$ cat config.mk
export PLATFORM = sky130hd
export DESIGN_NAME = vga_timing_flat
export DESIGN_NICKNAME = d
export VERILOG_FILES = /design/src/rtl/vga_timing_if.sv /design/src/rtl/vga_timing.sv /design/src/flat_wrapper.sv
export SDC_FILE = /design/constraint.sdc
export NUM_CORES = 1
export LEC_CHECK = 0
export CORE_MARGIN = 3
export CORE_UTILIZATION = 30
export DETAILED_ROUTE_END_ITERATION = 10
export PLACE_DENSITY_LB_ADDON = 0.08
export SLEW_MARGIN = 20
export SYNTH_ARGS = -nofsm -noshare
export SYNTH_HDL_FRONTEND = slang
export SYNTH_SLANG_ARGS = --single-unit
$ cat constraint.sdc
create_clock -name clk -period 3.6 [get_ports clk]
set_input_delay 0.54 -clock clk [delete_from_list [all_inputs] [get_ports clk]]
set_output_delay 0.54 -clock clk [all_outputs]
set_load 0.02 [all_outputs]
$ cat src/rtl/vga_timing_if.sv
// vga_if: raster timing bus passed between draw stages.
//   hcount/vcount : current pixel position (11-bit)
//   hsync/vsync   : sync pulses, polarity set by the timing source
//   hblnk/vblnk   : high outside the visible area
//   rgb           : 12-bit pixel colour, written by draw stages
// Modport 'out' is used by the bus source, 'in' by a consuming stage.
interface vga_if;
  logic [10:0] hcount;
  logic [10:0] vcount;
  logic        hsync;
  logic        vsync;
  logic        hblnk;
  logic        vblnk;
  logic [11:0] rgb;

  modport out (
    output hcount, vcount, hsync, vsync, hblnk, vblnk, rgb
  );

  modport in (
    input hcount, vcount, hsync, vsync, hblnk, vblnk, rgb
  );
endinterface

$ cat src/rtl/vga_timing.sv
// vga_timing: raster timing source for the VGA draw pipeline.
// Generates hcount/vcount, sync and blanking for a configurable raster
// (default 1024x768 @ 60 Hz, 65 MHz pixel clock), plus a frame-start strobe
// and a free-running 8-bit frame counter for game-logic pacing.
//
// Ports:
//   clk         in   pixel clock
//   rst         in   synchronous reset, active-high (overrides en)
//   en          in   count enable; 0 freezes every output (frame_start -> 0)
//   vga_out     out  timing bus (hcount, vcount, hsync, vsync, hblnk, vblnk, rgb=0)
//   frame_start out  one-cycle strobe when the raster wraps to (0,0)
//   frame_cnt   out  frames completed since reset, modulo 256
module vga_timing #(
  parameter int   H_ACTIVE    = 1024,
  parameter int   H_FP        = 24,
  parameter int   H_SYNC      = 136,
  parameter int   H_BP        = 160,
  parameter int   V_ACTIVE    = 768,
  parameter int   V_FP        = 3,
  parameter int   V_SYNC      = 6,
  parameter int   V_BP        = 29,
  parameter logic SYNC_ACTIVE = 1'b0
) (
  input  logic       clk,
  input  logic       rst,
  input  logic       en,
  vga_if.out         vga_out,
  output logic       frame_start,
  output logic [7:0] frame_cnt
);

  localparam int H_TOTAL = H_ACTIVE + H_FP + H_SYNC + H_BP;
  localparam int V_TOTAL = V_ACTIVE + V_FP + V_SYNC + V_BP;

  localparam logic [10:0] H_LAST     = 11'(H_TOTAL - 1);
  localparam logic [10:0] V_LAST     = 11'(V_TOTAL - 1);
  localparam logic [10:0] H_BLANK    = 11'(H_ACTIVE);
  localparam logic [10:0] V_BLANK    = 11'(V_ACTIVE);
  localparam logic [10:0] HS_START   = 11'(H_ACTIVE + H_FP);
  localparam logic [10:0] HS_END     = 11'(H_ACTIVE + H_FP + H_SYNC);
  localparam logic [10:0] VS_START   = 11'(V_ACTIVE + V_FP);
  localparam logic [10:0] VS_END     = 11'(V_ACTIVE + V_FP + V_SYNC);

  logic [10:0] hcount_q, hcount_d;
  logic [10:0] vcount_q, vcount_d;
  logic        hsync_q, hsync_d;
  logic        vsync_q, vsync_d;
  logic        hblnk_q, hblnk_d;
  logic        vblnk_q, vblnk_d;
  logic        frame_start_q, frame_start_d;
  logic [7:0]  frame_cnt_q, frame_cnt_d;

  logic h_wrap;
  logic frame_wrap;

  // Next-state counts first, then every decoded field is derived from those
  // next-state counts so all registered outputs line up with the registered
  // counts on the same cycle.
  always_comb begin
    h_wrap        = (hcount_q == H_LAST);
    frame_wrap    = h_wrap && (vcount_q == V_LAST);

    hcount_d      = hcount_q;
    vcount_d      = vcount_q;
    frame_start_d = 1'b0;
    frame_cnt_d   = frame_cnt_q;

    if (en) begin
      hcount_d = h_wrap ? 11'd0 : hcount_q + 11'd1;
      if (h_wrap) begin
        vcount_d = (vcount_q == V_LAST) ? 11'd0 : vcount_q + 11'd1;
      end
      // Only a genuine wrap from the last pixel starts a counted frame;
      // the first frame after reset is entered via reset, not via wrap.
      if (frame_wrap) begin
        frame_start_d = 1'b1;
        frame_cnt_d   = frame_cnt_q + 8'd1;
      end
    end

    hblnk_d = (hcount_d >= H_BLANK);
    vblnk_d = (vcount_d >= V_BLANK);
    hsync_d = ((hcount_d >= HS_START) && (hcount_d < HS_END)) ? SYNC_ACTIVE : ~SYNC_ACTIVE;
    vsync_d = ((vcount_d >= VS_START) && (vcount_d < VS_END)) ? SYNC_ACTIVE : ~SYNC_ACTIVE;
  end

  always_ff @(posedge clk) begin
    if (rst) begin
      hcount_q      <= 11'd0;
      vcount_q      <= 11'd0;
      hsync_q       <= ~SYNC_ACTIVE;
      vsync_q       <= ~SYNC_ACTIVE;
      hblnk_q       <= 1'b0;
      vblnk_q       <= 1'b0;
      frame_start_q <= 1'b0;
      frame_cnt_q   <= 8'd0;
    end else begin
      hcount_q      <= hcount_d;
      vcount_q      <= vcount_d;
      hsync_q       <= hsync_d;
      vsync_q       <= vsync_d;
      hblnk_q       <= hblnk_d;
      vblnk_q       <= vblnk_d;
      frame_start_q <= frame_start_d;
      frame_cnt_q   <= frame_cnt_d;
    end
  end

  assign vga_out.hcount = hcount_q;
  assign vga_out.vcount = vcount_q;
  assign vga_out.hsync  = hsync_q;
  assign vga_out.vsync  = vsync_q;
  assign vga_out.hblnk  = hblnk_q;
  assign vga_out.vblnk  = vblnk_q;
  // Background colour is black; later draw stages overwrite rgb.
  assign vga_out.rgb    = 12'd0;

  assign frame_start = frame_start_q;
  assign frame_cnt   = frame_cnt_q;

endmodule
$ cat src/flat_wrapper.sv
// flat-port wrapper written by rule: the top's interface ports become plain ports
module vga_timing_flat 
#(
  parameter int   H_ACTIVE    = 1024,
  parameter int   H_FP        = 24,
  parameter int   H_SYNC      = 136,
  parameter int   H_BP        = 160,
  parameter int   V_ACTIVE    = 768,
  parameter int   V_FP        = 3,
  parameter int   V_SYNC      = 6,
  parameter int   V_BP        = 29,
  parameter logic SYNC_ACTIVE = 1'b0
)
  (clk, rst, en, frame_start, frame_cnt, vga_out_hcount, vga_out_vcount, vga_out_hsync, vga_out_vsync, vga_out_hblnk, vga_out_vblnk, vga_out_rgb);
  vga_if vga_out_i ();
  input  logic clk;
  input  logic rst;
  input  logic en;
  output logic frame_start;
  output logic [7:0] frame_cnt;
  output wire logic [$bits(vga_out_i.hcount)-1:0] vga_out_hcount;
  output wire logic [$bits(vga_out_i.vcount)-1:0] vga_out_vcount;
  output wire logic [$bits(vga_out_i.hsync)-1:0] vga_out_hsync;
  output wire logic [$bits(vga_out_i.vsync)-1:0] vga_out_vsync;
  output wire logic [$bits(vga_out_i.hblnk)-1:0] vga_out_hblnk;
  output wire logic [$bits(vga_out_i.vblnk)-1:0] vga_out_vblnk;
  output wire logic [$bits(vga_out_i.rgb)-1:0] vga_out_rgb;
  assign vga_out_hcount = vga_out_i.hcount;
  assign vga_out_vcount = vga_out_i.vcount;
  assign vga_out_hsync = vga_out_i.hsync;
  assign vga_out_vsync = vga_out_i.vsync;
  assign vga_out_hblnk = vga_out_i.hblnk;
  assign vga_out_vblnk = vga_out_i.vblnk;
  assign vga_out_rgb = vga_out_i.rgb;
  vga_timing #(.H_ACTIVE(H_ACTIVE), .H_FP(H_FP), .H_SYNC(H_SYNC), .H_BP(H_BP), .V_ACTIVE(V_ACTIVE), .V_FP(V_FP), .V_SYNC(V_SYNC), .V_BP(V_BP), .SYNC_ACTIVE(SYNC_ACTIVE)) u_core (.clk(clk), .rst(rst), .en(en), .vga_out(vga_out_i), .frame_start(frame_start), .frame_cnt(frame_cnt));
endmodule
* After elaboration in Yosys (flattened, before gate mapping)
Index checks and enable logic that the tools add are counted.
Storage, ports and cells: register bits after elaboration 35, input bits 3, output and inout port bits 47, logic and storage cells 33
Operators by class: add/sub/neg operators 3, order comparisons 6, eq/ne operators 2, muxes and demuxes 8, bitwise gates (word level) 1, reductions and logical operators 5
Operators with widths (count):
- 11-bit two-way mux | 5
- 11-bit by 1-bit adder with 11-bit output (second input constant) | 2
- 11-bit by 10-bit greater-or-equal comparator with 1-bit output (second input constant) | 2
- 11-bit greater-or-equal comparator (second input constant) | 2
- 11-bit by 10-bit equality test with 1-bit output (second input constant) | 1
- 11-bit equality test (second input constant) | 1
- 11-bit by 10-bit less-than comparator with 1-bit output (second input constant) | 1
- 11-bit less-than comparator (second input constant) | 1
- 8-bit by 1-bit adder with 8-bit output (second input constant) | 1
- 1-bit logical AND | 3
- 1-bit two-way mux | 3
- 2-bit AND reduction | 1
- 2-bit OR reduction | 1
- 1-bit inverter | 1

* Logic depth before layout (Yosys ltp)
Gate-level depths: netlist of run 1.
depth in word-level cells 7, depth in mapped cells 10, depth with buffers taken out 8

* Worst setup path before layout of run 1
Ideal clock, no wire load.
kind register -> register, start reg u_core.hcount_q[0] (netlist: u_core.vga_out.hcount[0]), end reg u_core.vsync_q (netlist: u_core.vga_out.vsync), setup time 0.135 ns, data arrival time 2.007 ns, required time 3.465 ns, path slack 1.458 ns, stages on the path, launching flop included 9, path buffers 1, clock period less this slack 2.142 ns, cell sequence dfxtp_1 -> ha_1 -> nand2_1 -> or4_1 -> buf_2 -> nor4_2 -> a31oi_1 -> nand3b_1 -> o2111ai_1
Between the ends: longest elaborated chain between the ends 6, elaborated cells on any way between the ends 7, those cells by class order compare: 2; eq/ne: 1; mux: 3; reduce/logical: 1
Ends and longest elaborated chain:
- start: declaration | RTL line vga_timing.sv:44 | logic [10:0] hcount_q, hcount_d;
- start signal: assignment | RTL line vga_timing.sv:98 | hcount_q <= hcount_d;
- 11-bit equality test (*) | RTL line vga_timing.sv:60 | h_wrap = (hcount_q == H_LAST);
- 11-bit two-way mux (*) | RTL line vga_timing.sv:70 | if (h_wrap) begin
- 11-bit two-way mux (*) | RTL line vga_timing.sv:68 | if (en) begin
- 11-bit by 10-bit greater-or-equal comparator with 1-bit output / 11-bit by 10-bit less-than comparator with 1-bit output (equally long branches) | RTL line vga_timing.sv:84 | vsync_d = ((vcount_d >= VS_START) && (vcount_d < VS_END)) ? SYNC_ACTIVE : ~SYNC_ACTIVE;
- 1-bit logical AND (*) | RTL line vga_timing.sv:84
- 1-bit two-way mux (*) | RTL line vga_timing.sv:84
- end signal: assignment | RTL line vga_timing.sv:92 | vsync_q <= ~SYNC_ACTIVE;
- end signal: assignment | RTL line vga_timing.sv:101 | vsync_q <= vsync_d;
- end: declaration | RTL line vga_timing.sv:47 | logic vsync_q, vsync_d;
Every way passes the cells marked *; elsewhere a longest branch is shown, timed or not. A chain may end at the register's enable or synchronous reset.

* Worst setup path after layout of run 1
start in en, end reg u_core.vsync_q (netlist: u_core.vga_out.vsync)
Between the ends: longest elaborated chain between the ends 4, elaborated cells on any way between the ends 5, those cells by class order compare: 2; mux: 2; reduce/logical: 1
Ends and longest elaborated chain:
- start: declaration | RTL line flat_wrapper.sv:18 | input logic en;
- 11-bit two-way mux (*) | RTL line vga_timing.sv:68
- 11-bit by 10-bit greater-or-equal comparator with 1-bit output / 11-bit by 10-bit less-than comparator with 1-bit output (equally long branches) | RTL line vga_timing.sv:84
- 1-bit logical AND (*) | RTL line vga_timing.sv:84
- 1-bit two-way mux (*) | RTL line vga_timing.sv:84
Marks and branches as above.

==> results.cfg, run 1 <==
[global_routing]
grt_max_degree = 21
grt_pass1_vias = 1493
antenna_found_initial = 0
grt_pass1_wl_mm = 7.55
grt_util_all_layers_pct = 12.4
grt-ovfl-total = 0

[logic_synthesis]
synth_ff_type = dfxtp_1
seq_area_frac_synth_pct = 34.4
synth_area_sq_mm = 0.00198
yosysTopAreaCell = dfxtp_1
avgSynthCellArea_sq_um = 8.53
yosysTopAreaCellShare_pct = 34.4
synth_area_leaders = dfxtp_1, nor2_1, buf_4, xnor2_1, xor2_1
synth_cell_types = 48
yosys_warnings = 0
synth_edf_count = 0
synth_cells = 232
ys_seq_elements = 34
synth-async-reset-ratio_pct = 0

[final_layout]
syn2layout_area_growth_pct = 21.6
layout-drive-gt1-share_pct = 8.78
fillerInstances = 642
antenna_cells = 0
fin_nets = 268
layout_commonest_cell = clkdlybuf4s50_1
seqCellArea_sq_um = 681
final_cells = 337
multi_input_area_sq_mm = 0.00114
final_cell_mix = clkdlybuf4s50_1, dfxtp_1, nor2_1, a21oi_1, nor3_1

[sta]
rsz0062_at_grt = no
hold_viol = 0
setup_viol = 0
slew_headroom_pct = 62.0
setup_tns_ps = 0
drv_slew = 0
period_share_pct = 74.9
fmax_mhz = 371
holdWs_ps = 532
period_minus_slack_ps = 2700
finClkSkew_ps = 6.12
tightest_slew_ps = 569

[placed_design]
port_buffers = 37
dp.cells = 329
hpwl_mm = 3.20
gp_congestion = 0.793

[critical_path]
critPathMaxFanout = 11
worstSetupStartpointType = input pin
cp-end-kind = register
path_cells = clkdlybuf4s50_1 > nand2_1 > nor4_4 > buf_4 > buf_4 > o21a_1 > o21ai_0 > nor3b_1 > o2111ai_1
crit_required_ps = 3750
worstSetupPathType = input pin to register
crit_arrival_ps = 2850
cp_slowest_cell = clkdlybuf4s50_1
path_common_cell = buf_4
max_stage_delay_ps = 650

[clock_tree]
h-tree-depth = 2
cts_buffers = 5
cts_buffer_depth = 2
clock_sinks = 34
clk_latency_ps = 280
cts-root-buf = clkbuf_8
cts_tree = yes
cts_resized = 0
path_clk_slew_ps = 60
cts_setup_buffers = 0
hold_buffers = 0

[drt]
wl_per_cell_um = 13.2
firstDrtPassIters = 4
ant_nets = 0
drc = 0
wl_mm = 4.46
drt-initial-drc-count = 134
via_per_inst = 4.88
vias = 1643

[power]
leakage_uw = 0.000867
total_power_uw = 698
ir_drop_mv = 0.179
power.density_mw_per_mm2 = 290

[die]
die_w_um = 87.2
core_sq_mm = 0.00617
rows = 28
dieArea_sq_mm = 0.00760
initial_core_util_pct = 32.1
num_io_pins = 50
die_y_um = 87.2

[run]
cap_violations = 0

[worst_hold_path]
hp-class = register to register

[run_status]
status = finished, final reports clean
-- registers in the layout (all words and copies together) (netlist names) --
register	flops
u_core.vga_out.hblnk	1
u_core.vga_out.hcount	10
u_core.vga_out.vcount	11
u_core.frame_cnt	8
u_core.vga_out.vblnk	1
u_core.frame_start	1
u_core.vga_out.hsync	1
u_core.vga_out.vsync	1
-- path summary, 6_finish.rpt --
check                                                          from                          endpoint  slack (ps)  depth (start not counted)
worst max register to register  u_core.vga_out.hcount[0]$_SDFF_PP0_   u_core.vga_out.vsync$_SDFF_PP1_        1120                          9
worst min-delay path               u_core.frame_cnt[5]$_SDFFE_PP0P_  u_core.frame_cnt[5]$_SDFFE_PP0P_         530                          2
worst min register to register     u_core.frame_cnt[5]$_SDFFE_PP0P_  u_core.frame_cnt[5]$_SDFFE_PP0P_         530                          2
worst max-delay path                                             en   u_core.vga_out.vsync$_SDFF_PP1_         900                          9
-- layout make-up --
cell class,count,share of cell area (%)
clock buffers,7,3.59
multi-input cells,178,47.4
repair buffers,40,16.3
well taps,75,3.90
inverters,2,0.312
flip-flops and latches,34,28.3
clock inverters,1,0.208
-- critical path, delay by kind of cell --
kind            cells  cell delay [ps]
compound gates      3              380
buf+inv             3             1080
simple gates        3              830
-- cells by family after synthesis --
| group | Yosys count | synth area share [%] |
|---|---|---|
| and+or+nand+nor | 101 | 30.0 |
| AOI/OAI and AO/OA | 36 | 11.3 |
| DFF | 34 | 34.4 |
| buffers and inverters | 31 | 10.1 |
| xor gates and xnor gates | 21 | 9.30 |
| adders and majority gates | 4 | 2.53 |
| muxes | 4 | 2.21 |
| other | 1 | 0.190 |
-- per-layer routing --
metal	GRT usage [%]	part of all wire [%]
met3	2.84	4.8
met1	18.3	51
met5	0	0
met2	17.2	42
met4	4.74	1.7
-- through the flow --
step | setup slack (ps) | area, sq um | utilization, %
after floorplan | 1460 | 2020 | -
after global placement | 702 | 2310 | 37.5
after detailed placement | 622 | 2310 | 37.5
after CTS | 910 | 2410 | 39.0
after global routing | 686 | 2410 | 39.0
final | 904 | 2410 | 39.0
-- report_power, final --
part           switching, uW  leakage [uW]  internal (uW)  total (uW)
sequential              2.66      0.000274            378         380
combinational           23.6      0.000545           8.19        31.8
clock                    132     0.0000482            154         286
total                    158      0.000867            540         698
-- synth_stat cells (2+ instances only) --
master and number:
o21ai_0 7, a211oi_1 2, nand3_1 7, and4_2 2
nand2_1 9, mux2i_1 3, nand4_2 3, nand4_1 9
a31o_2 3, nor2b_1 3, nand2b_1 2, and3_1 4
xnor2_1 11, nor3b_1 2, nor3_1 13, clkbuf_1 6
inv_1 2, nand3b_1 3, nor2_1 31, buf_4 14
clkbuf_2 2, ha_1 4, a21oi_1 14, xor2_1 10
dfxtp_1 34, a31oi_1 2, buf_2 4, and2_1 4
buf_6 3
Note: power is estimated with default switching activity, not from simulation.
==> run 2, diff against run 1 <==
- clock period: 3.6 -> 2.8 ns (I/O delays scaled with it)
==> run 2 against run 1 <==
Effect of this change:
- sequential cell count unchanged
- register-to-register slack worse by 670 ps
- sequential share of layout area down 0.12 points
- combinational power up 37%
- utilization up 0.16 points
- hold slack worse by 9.1 ps
- die area unchanged
- wire length up 3.4%
- power up 28%
- final area up 0.42%
==> results.cfg, run 2 (synthesis results as in run 1) <==
[clock_tree]
clk_latency_ps = 290
hold_buffers = 0
cts_buffers = 5
clock_sinks = 34
h-tree-depth = 2
cts_buffer_depth = 2
cts_resized = 0
cts-root-buf = clkbuf_8
cts_tree = yes
cts_setup_buffers = 0
path_clk_slew_ps = 70

[placed_design]
dp.cells = 331
port_buffers = 37
place_area_sq_mm = 0.00233
gp_congestion = 0.804
place_worst_setup_slack_ps = 273
hpwl_mm = 3.24

[drt]
via_per_inst = 4.91
wl_mm = 4.61
ant_nets = 0
drc = 0
drt-initial-drc-count = 88
vias = 1663
firstDrtPassIters = 4
wl_per_cell_um = 13.6

[critical_path]
critPathMaxFanout = 13
reg2reg_depth = 8
crit_start = u_core.vga_out.hcount[0]$_SDFF_PP0_
worstReg2RegStart = u_core.vga_out.hcount[0]$_SDFF_PP0_
worstSetupStartpointType = register
crit_arrival_ps = 2500
r2r-end = u_core.vga_out.vsync$_SDFF_PP1_
worstSetupPathType = register to register
cp-end-kind = register
r2r_slack_ps = 450
endpoint = u_core.vga_out.vsync$_SDFF_PP1_
crit_required_ps = 2950

[global_routing]
grt_pass1_wl_mm = 7.57
grt-ovfl-total = 0
grt_pass1_vias = 1529
antenna_found_initial = 0
grt_util_all_layers_pct = 12.6
grt_max_degree = 15

[power]
power.density_mw_per_mm2 = 369
leakage_uw = 0.000874
switching_share_pct = 24.4
p_switching_uw = 218
combPwrFrac_pct = 4.9
ir_drop_mv = 0.226
total_power_uw = 891
p_int_uw = 673
clockPowerShare_pct = 40.2
seq_power_share_pct = 54.9

[final_layout]
fin_nets = 270
fillerInstances = 643
layout-drive-gt1-share_pct = 9.47
final_area_sq_mm = 0.00242
final_cell_mix = clkdlybuf4s50_1, dfxtp_1, nor2_1, a21oi_1, nor3_1
antenna_cells = 0
largest_reg_flops = 11
layout_commonest_cell = clkdlybuf4s50_1
final_cells = 339
syn2layout_area_growth_pct = 22.1

[worst_hold_path]
min_from = u_core.frame_cnt[7]$_SDFFE_PP0P_
hold_path_depth = 2
hp-class = register to register

[sta]
slew_headroom_pct = 63.4
period_minus_slack_ps = 2350
setup_viol = 0
rsz0062_at_grt = no
tightest_slew_ps = 549
drv_slew = 0
period_share_pct = 83.8
finClkSkew_ps = 5.66
fmax_mhz = 426
hold_viol = 0
setup_tns_ps = 0
fin_ws_ps = 454

[die]
core_sq_mm = 0.00617
die_y_um = 87.2
die_w_um = 87.2
dieArea_sq_mm = 0.00760
num_io_pins = 50
initial_core_util_pct = 32.1
rows = 28

[run]
cap_violations = 0

[run_status]
status = finished, final reports clean
==> run 2: cell types whose count changed in the layout (fill, tap and decap cells not counted), sizes merged <==
cell,previous run,this run
clkbuf,7,6
buf,3,5
clkinv,1,2
==> run 2: area by class of cell <==
cell class                 instances  area [sq um]  area share (%)
multi-input combinational        178          1140            47.2
clock inverter                     2          13.8           0.570
sequential                        34           681            28.2
tap                               75          93.8            3.88
clock buffer                       6          72.6            3.00
timing repair buffer              42           408            16.9
inverter                           2          7.51           0.311
==> run 2: power by group through the flow <==
stage	logic, uW	registers (uW)	clock network [uW]
floorplan	40.7	502	0
global placement	43.7	500	0
detailed placement	43.4	500	0
CTS	43.5	489	378
global route	47.1	489	401
finish	43.5	489	358
==> run 2: worst min path at each step <==
stage	to	slack [ps]
2_1_floorplan	u_core.vga_out.vcount[2]$_SDFF_PP0_	490
3_3_place_gp	u_core.frame_cnt[7]$_SDFFE_PP0P_	500
3_5_place_dp	u_core.frame_cnt[7]$_SDFFE_PP0P_	510
4_1_cts	u_core.frame_cnt[5]$_SDFFE_PP0P_	530
5_1_grt	u_core.frame_cnt[5]$_SDFFE_PP0P_	550
6_report	u_core.frame_cnt[7]$_SDFFE_PP0P_	520
==> run 2: critical path, stage by stage, from the launching register on <==
cell and delay [ps]:
dfxtp_1 430, ha_1 290, nand2_1 160, nor4_4 320, buf_4 250, nand4_1 120
xor2_1 230, nor3b_1 260, o2111ai_1 140
==> run 2: stage by stage <==
stage	utilization (%)	hold slack (ps)
2_1_floorplan	-	492
3_5_place_dp	37.8	509
4_1_cts	39.2	525
3_3_place_gp	37.8	503
6_report	39.2	523
5_1_grt	39.2	555
==> run 2: routing by layer <==
| layer | global-route usage (%) | vias up | routed length [um] |
|---|---|---|---|
| li1 | - | 847 | - |
| met1 | 17.5 | 762 | 2320 |
| met2 | 18.6 | 43 | 1970 |
| met3 | 2.93 | 11 | 229 |
| met4 | 5.72 | 0 | 91 |
| met5 | 0 | - | 0 |
==> run 3, diff against run 2 <==
- clock period: 2.8 -> 2.3 ns (I/O delays scaled with it)
==> run 3 against run 2 <==
Effect of this change:
- first-iteration DRC count is 55% lower
- sequential power increased by 21%
- wire length fell by 1.9%
- largest power group unchanged
==> results.cfg, run 3 (synthesis results as in run 1) <==
[run_status]
status = finished, final reports clean

[drt]
via_per_inst = 4.85
wl_per_cell_um = 12.9
drt-initial-drc-count = 40
drc = 0
vias = 1702
wl_mm = 4.52
ant_nets = 0
firstDrtPassIters = 4

[clock_tree]
cts_tree = yes
h-tree-depth = 2
clock_sinks = 34
cts_buffers = 5
cts-root-buf = clkbuf_8
cts_buffer_depth = 2
hold_buffers = 0
clk_latency_ps = 280
cts_setup_buffers = 0
path_clk_slew_ps = 70
cts_resized = 0

[final_layout]
final_area_sq_mm = 0.00252
layout-drive-gt1-share_pct = 14.1
syn2layout_area_growth_pct = 27.5
layout_commonest_cell = clkdlybuf4s50_1
antenna_cells = 0
final_cell_mix = clkdlybuf4s50_1, dfxtp_1, nor2_1, buf_4, a21oi_1
seqCellArea_sq_um = 681
fin_nets = 284
largest_reg_flops = 11
fillerInstances = 636
final_cells = 351
multi_input_area_sq_mm = 0.00114

[sta]
hold_viol = 0
holdWs_ps = 523
fmax_mhz = 474
rsz0062_at_grt = no
period_share_pct = 91.8
finClkSkew_ps = 2.17
drv_slew = 0
setup_viol = 0
setup_tns_ps = 0
period_minus_slack_ps = 2110

[critical_path]
r2r-end = u_core.vga_out.vsync$_SDFF_PP1_
r2r_slack_ps = 190
worstSetupStartpointType = register
worstReg2RegStart = u_core.vga_out.hcount[1]$_SDFF_PP0_
crit_required_ps = 2460
crit_arrival_ps = 2270
crit_start = u_core.vga_out.hcount[1]$_SDFF_PP0_
reg2reg_depth = 8
endpoint = u_core.vga_out.vsync$_SDFF_PP1_
critPathMaxFanout = 11
cp-end-kind = register
worstSetupPathType = register to register

[worst_hold_path]
hp-class = register to register
hold_path_depth = 2

[die]
core_sq_mm = 0.00617
die_w_um = 87.2
initial_core_util_pct = 32.1
num_io_pins = 50
dieArea_sq_mm = 0.00760
rows = 28
die_y_um = 87.2

[placed_design]
place_area_sq_mm = 0.00243
hpwl_mm = 3.24
port_buffers = 37
gp_congestion = 0.793
dp.cells = 345

[global_routing]
grt_pass1_wl_mm = 7.46
grt_util_all_layers_pct = 12.2
antenna_found_initial = 0
grt_max_degree = 23
grt-ovfl-total = 0
grt_pass1_vias = 1610

[power]
power.density_mw_per_mm2 = 430
ir_drop_mv = 0.201
leakage_uw = 0.000945
total_power_uw = 1090

[run]
cap_violations = 0
## run 3: cell types whose count changed in the layout (fill, tap and decap cells not counted), sizes merged
cell	previous run	this run
buf	5	19
clkinv	2	0
## run 3: worst min path at each step
| stage | startpoint | to | slack, ps |
|---|---|---|---|
| after floorplan | rst | u_core.vga_out.vcount[2]$_SDFF_PP0_ | 420 |
| after global placement | u_core.frame_cnt[7]$_SDFFE_PP0P_ | u_core.frame_cnt[7]$_SDFFE_PP0P_ | 500 |
| after detailed placement | u_core.frame_cnt[7]$_SDFFE_PP0P_ | u_core.frame_cnt[7]$_SDFFE_PP0P_ | 510 |
| after CTS | u_core.frame_cnt[7]$_SDFFE_PP0P_ | u_core.frame_cnt[7]$_SDFFE_PP0P_ | 530 |
| after global routing | u_core.vga_out.hcount[1]$_SDFF_PP0_ | u_core.vga_out.hcount[1]$_SDFF_PP0_ | 570 |
| final | u_core.frame_cnt[7]$_SDFFE_PP0P_ | u_core.frame_cnt[7]$_SDFFE_PP0P_ | 520 |
## run 3: area by class of cell
type | count | share of cell area, %
multi-input combinational | 178 | 45.4
sequential | 34 | 27.0
timing repair buffer | 56 | 20.3
tap | 75 | 3.72
clock buffer | 6 | 3.27
inverter | 2 | 0.298
## run 3: per-layer routing
metal / wire (um) / vias up / GRT usage (%)
met5: 0 / - / 0
met4: 53 / 0 / 4.04
met3: 219 / 7 / 3.31
met2: 1970 / 35 / 18.6
met1: 2280 / 783 / 16.6
li1: - / 877 / -
## run 3: critical path, cell delays in order, from the launching register on
cell	delay (ps)
dfxtp_1	420
ha_1	200
nand2_1	140
nor4_4	290
buf_4	220
nand4_1	120
xor2_1	230
nor3b_2	240
o2111ai_1	120
## run 3: metrics by stage
step,util (%),setup WS [ps]
after floorplan,-,158
after global placement,39.5,45.0
after detailed placement,39.5,13.2
after CTS,40.8,191
after global routing,40.9,19.5
final,40.9,189
## run 3: report_power, final
group / internal, uW / switching, uW / leakage, uW
Combinational: 16.9 / 39.5 / 0.000628
Clock: 231 / 204 / 0.0000431
Sequential: 591 / 2.88 / 0.000274
==> variant (flow settings as in run 2) <==
`SYNC_ACTIVE` is set to 1'b0 in 2 places; all go to 1'b1.
--- a/src/rtl/vga_timing.sv
+++ b/src/rtl/vga_timing.sv
@@ -20,5 +20,5 @@
   parameter int   V_SYNC      = 6,
   parameter int   V_BP        = 29,
-  parameter logic SYNC_ACTIVE = 1'b0
+  parameter logic SYNC_ACTIVE = 1'b1
 ) (
   input  logic       clk,
--- a/src/flat_wrapper.sv
+++ b/src/flat_wrapper.sv
@@ -10,5 +10,5 @@
   parameter int   V_SYNC      = 6,
   parameter int   V_BP        = 29,
-  parameter logic SYNC_ACTIVE = 1'b0
+  parameter logic SYNC_ACTIVE = 1'b1
 )
   (clk, rst, en, frame_start, frame_cnt, vga_out_hcount, vga_out_vcount, vga_out_hsync, vga_out_vsync, vga_out_hblnk, vga_out_vblnk, vga_out_rgb);
Function: changed (Yosys sat finds a counterexample within 4 cycles, from zero or initial values and one cycle with rst high).
==> variant against run 2 <==
  * Wire length increased by 7.7%
  * Worst setup slack got worse by 0.098 ns
  * First-iteration DRC count fell by 27%
  * Non-clock buffer count increased by 14
  * Sequential cell count stayed put
  * Final cell count up 6.5%
  * Power rose by 3.0%
  * Combinational power grew 3%
  * Area after synthesis rose by 1.1%
  * Synthesized cell count rose by 2.6%
  * Via count increased by 8.5%
  * Final area grew 6.7%
  * Sequential power about the same
==> variant: results (changes against run 2) <==
Final layout
  – Clock buffer count: 7 (+1)
  – Non-Clock Buffer Count: 56 (+33%)
  – Fill cells: 678 (+5.4%)
  – Non-CTS inverters: 3 (+1)
  – Sequential cell area share: 26.4% (-1.8 points)
  – Final Net Count: 290 (+7.4%)
  – Layout cell share with drive strength beyond 1: 12.3% (+2.9 points)
  – Clock network area share: 3.54% (-0.031 points)
  – Non-clock buffers, area share: 20.4% (+3.5 points)
  – Fraction of area in multi-input gates: 45.5% (-1.7 points)
  – Multi-input gates: 183 (+2.8%)

Routing
  – DRT Wirelength: 4.96 mm (+7.7%)
  – Wire length per cell: 13.7 um (+1.1%)
  – Starting DRT DRC Count: 64 (-27%)
  – Total number of vias: 1,805 (+8.5%)

Power and ir drop
  – Clk network pwr share: 42.0% (+1.8 points)
  – Pwr Density: 356 nW/um2 (-3.5%)
  – Tot Pwr: 0.918 mW (+3.0%)
  – Leakage: 0.942 nW (+7.8%)
  – VDD IR max: 135 uV (-40%)
  – Comb. pwr: 0.0448 mW (+3%)
  – Switching pwr: 0.220 mW (+1.2%)

Global routing
  – GRT Total Usage: 13.8% (+1.1 points)
  – Vias in the first global route: 1,661 (+8.6%)
  – First-pass GRT wire length: 8.17 mm (+7.9%)
  – Largest net degree at the start of global routing: 21 (+6)

Placement
  – Worst slack, placed: 0.101 ns (-0.172 ns)
  – Area after DPL: 2490 um2 (+6.8%)
  – Dpl hpwl: 3.57 mm (+10%)
  – Inst Count DP: 353 (+6.6%)
  – Gpl congestion: 0.779 (-3.0%)

Logic synthesis
  – Synth unique cells: 50 (+4.2%)
  – Sequential share of the synthesized area: 34.0% (-0.37 points)
  – Most frequent cells after synthesis: dfxtp_1, nor2_1, nand2_1, buf_4, xor2_1
  – Largest cells by area after synthesis: dfxtp_1, xor2_1, nor2_1
  – Synth Area per Inst: 8.40 um2 (-1.5%)

Hold path
  – Hold depth: 2 (unchanged)
  – Hold Startpoint: u_core.frame_cnt[1]$_SDFFE_PP0P_
  – Hold Path End: u_core.frame_cnt[1]$_SDFFE_PP0P_

CTS
  – CTS Root Cell: clkbuf_8
  – Clock sinks: 34 (unchanged)
  – Post-CTS Resized: 0 (unchanged)
  – Post-CTS Setup Bufs: 0 (unchanged)

Timing
  – Fmax: 409 MHz (-4.0%)
  – Hold_ws: 0.501 ns (-0.0213 ns)
  – Clock Skew: 0.00446 ns (-0.00121 ns)

Setup path
  – R2R Setup Slk: 0.36 ns (-0.10 ns)
  – Critical Path Max Stage Delay: 0.60 ns (+0.17 ns)
  – Worst-path fanout max: 9 (-4)
  – Worst r2r path cells: 7 (-1)
  – CP Capture Point: u_core.vga_out.vsync$_SDFF_PP0_
  – Worst path slowest cell: or3_1

Floorplanning
  – Row cnt: 29 (+3.6%)

Run status
  – Status: finished, final reports clean
==> variant: cell types whose count changed after synthesis, moves of 3 or more <==
| cell | change |
|---|---|
| nand2_1 | +8 |
| or3_1 | +6 |
| a21oi_1 | -5 |
| nor2_1 | -4 |
| nor3_1 | -4 |
| a31o_2 | -3 |
| xor2_1 | +3 |
==> variant: per-layer routing <==
metal  track usage, %  wire, um  vias to the layer above
met4             5.86       108                        0
met1             17.3      2290                      838
met3             4.33       262                       10
met2             21.6      2300                       49
li1                 -         -                      908
met5                0         0                        -
==> variant: logic make-up after synthesis <==
family | count (synthesis) | synth area share [%]
AO/OA/AOI/OAI | 30 | 10.7
XOR/XNOR | 23 | 10.1
adder cells (fa/ha/maj) | 4 | 2.50
buffers and inverters | 32 | 9.57
flip-flops | 34 | 34.0
multiplexers | 3 | 1.56
other | 1 | 0.188
AND/OR/NAND/NOR | 111 | 31.4
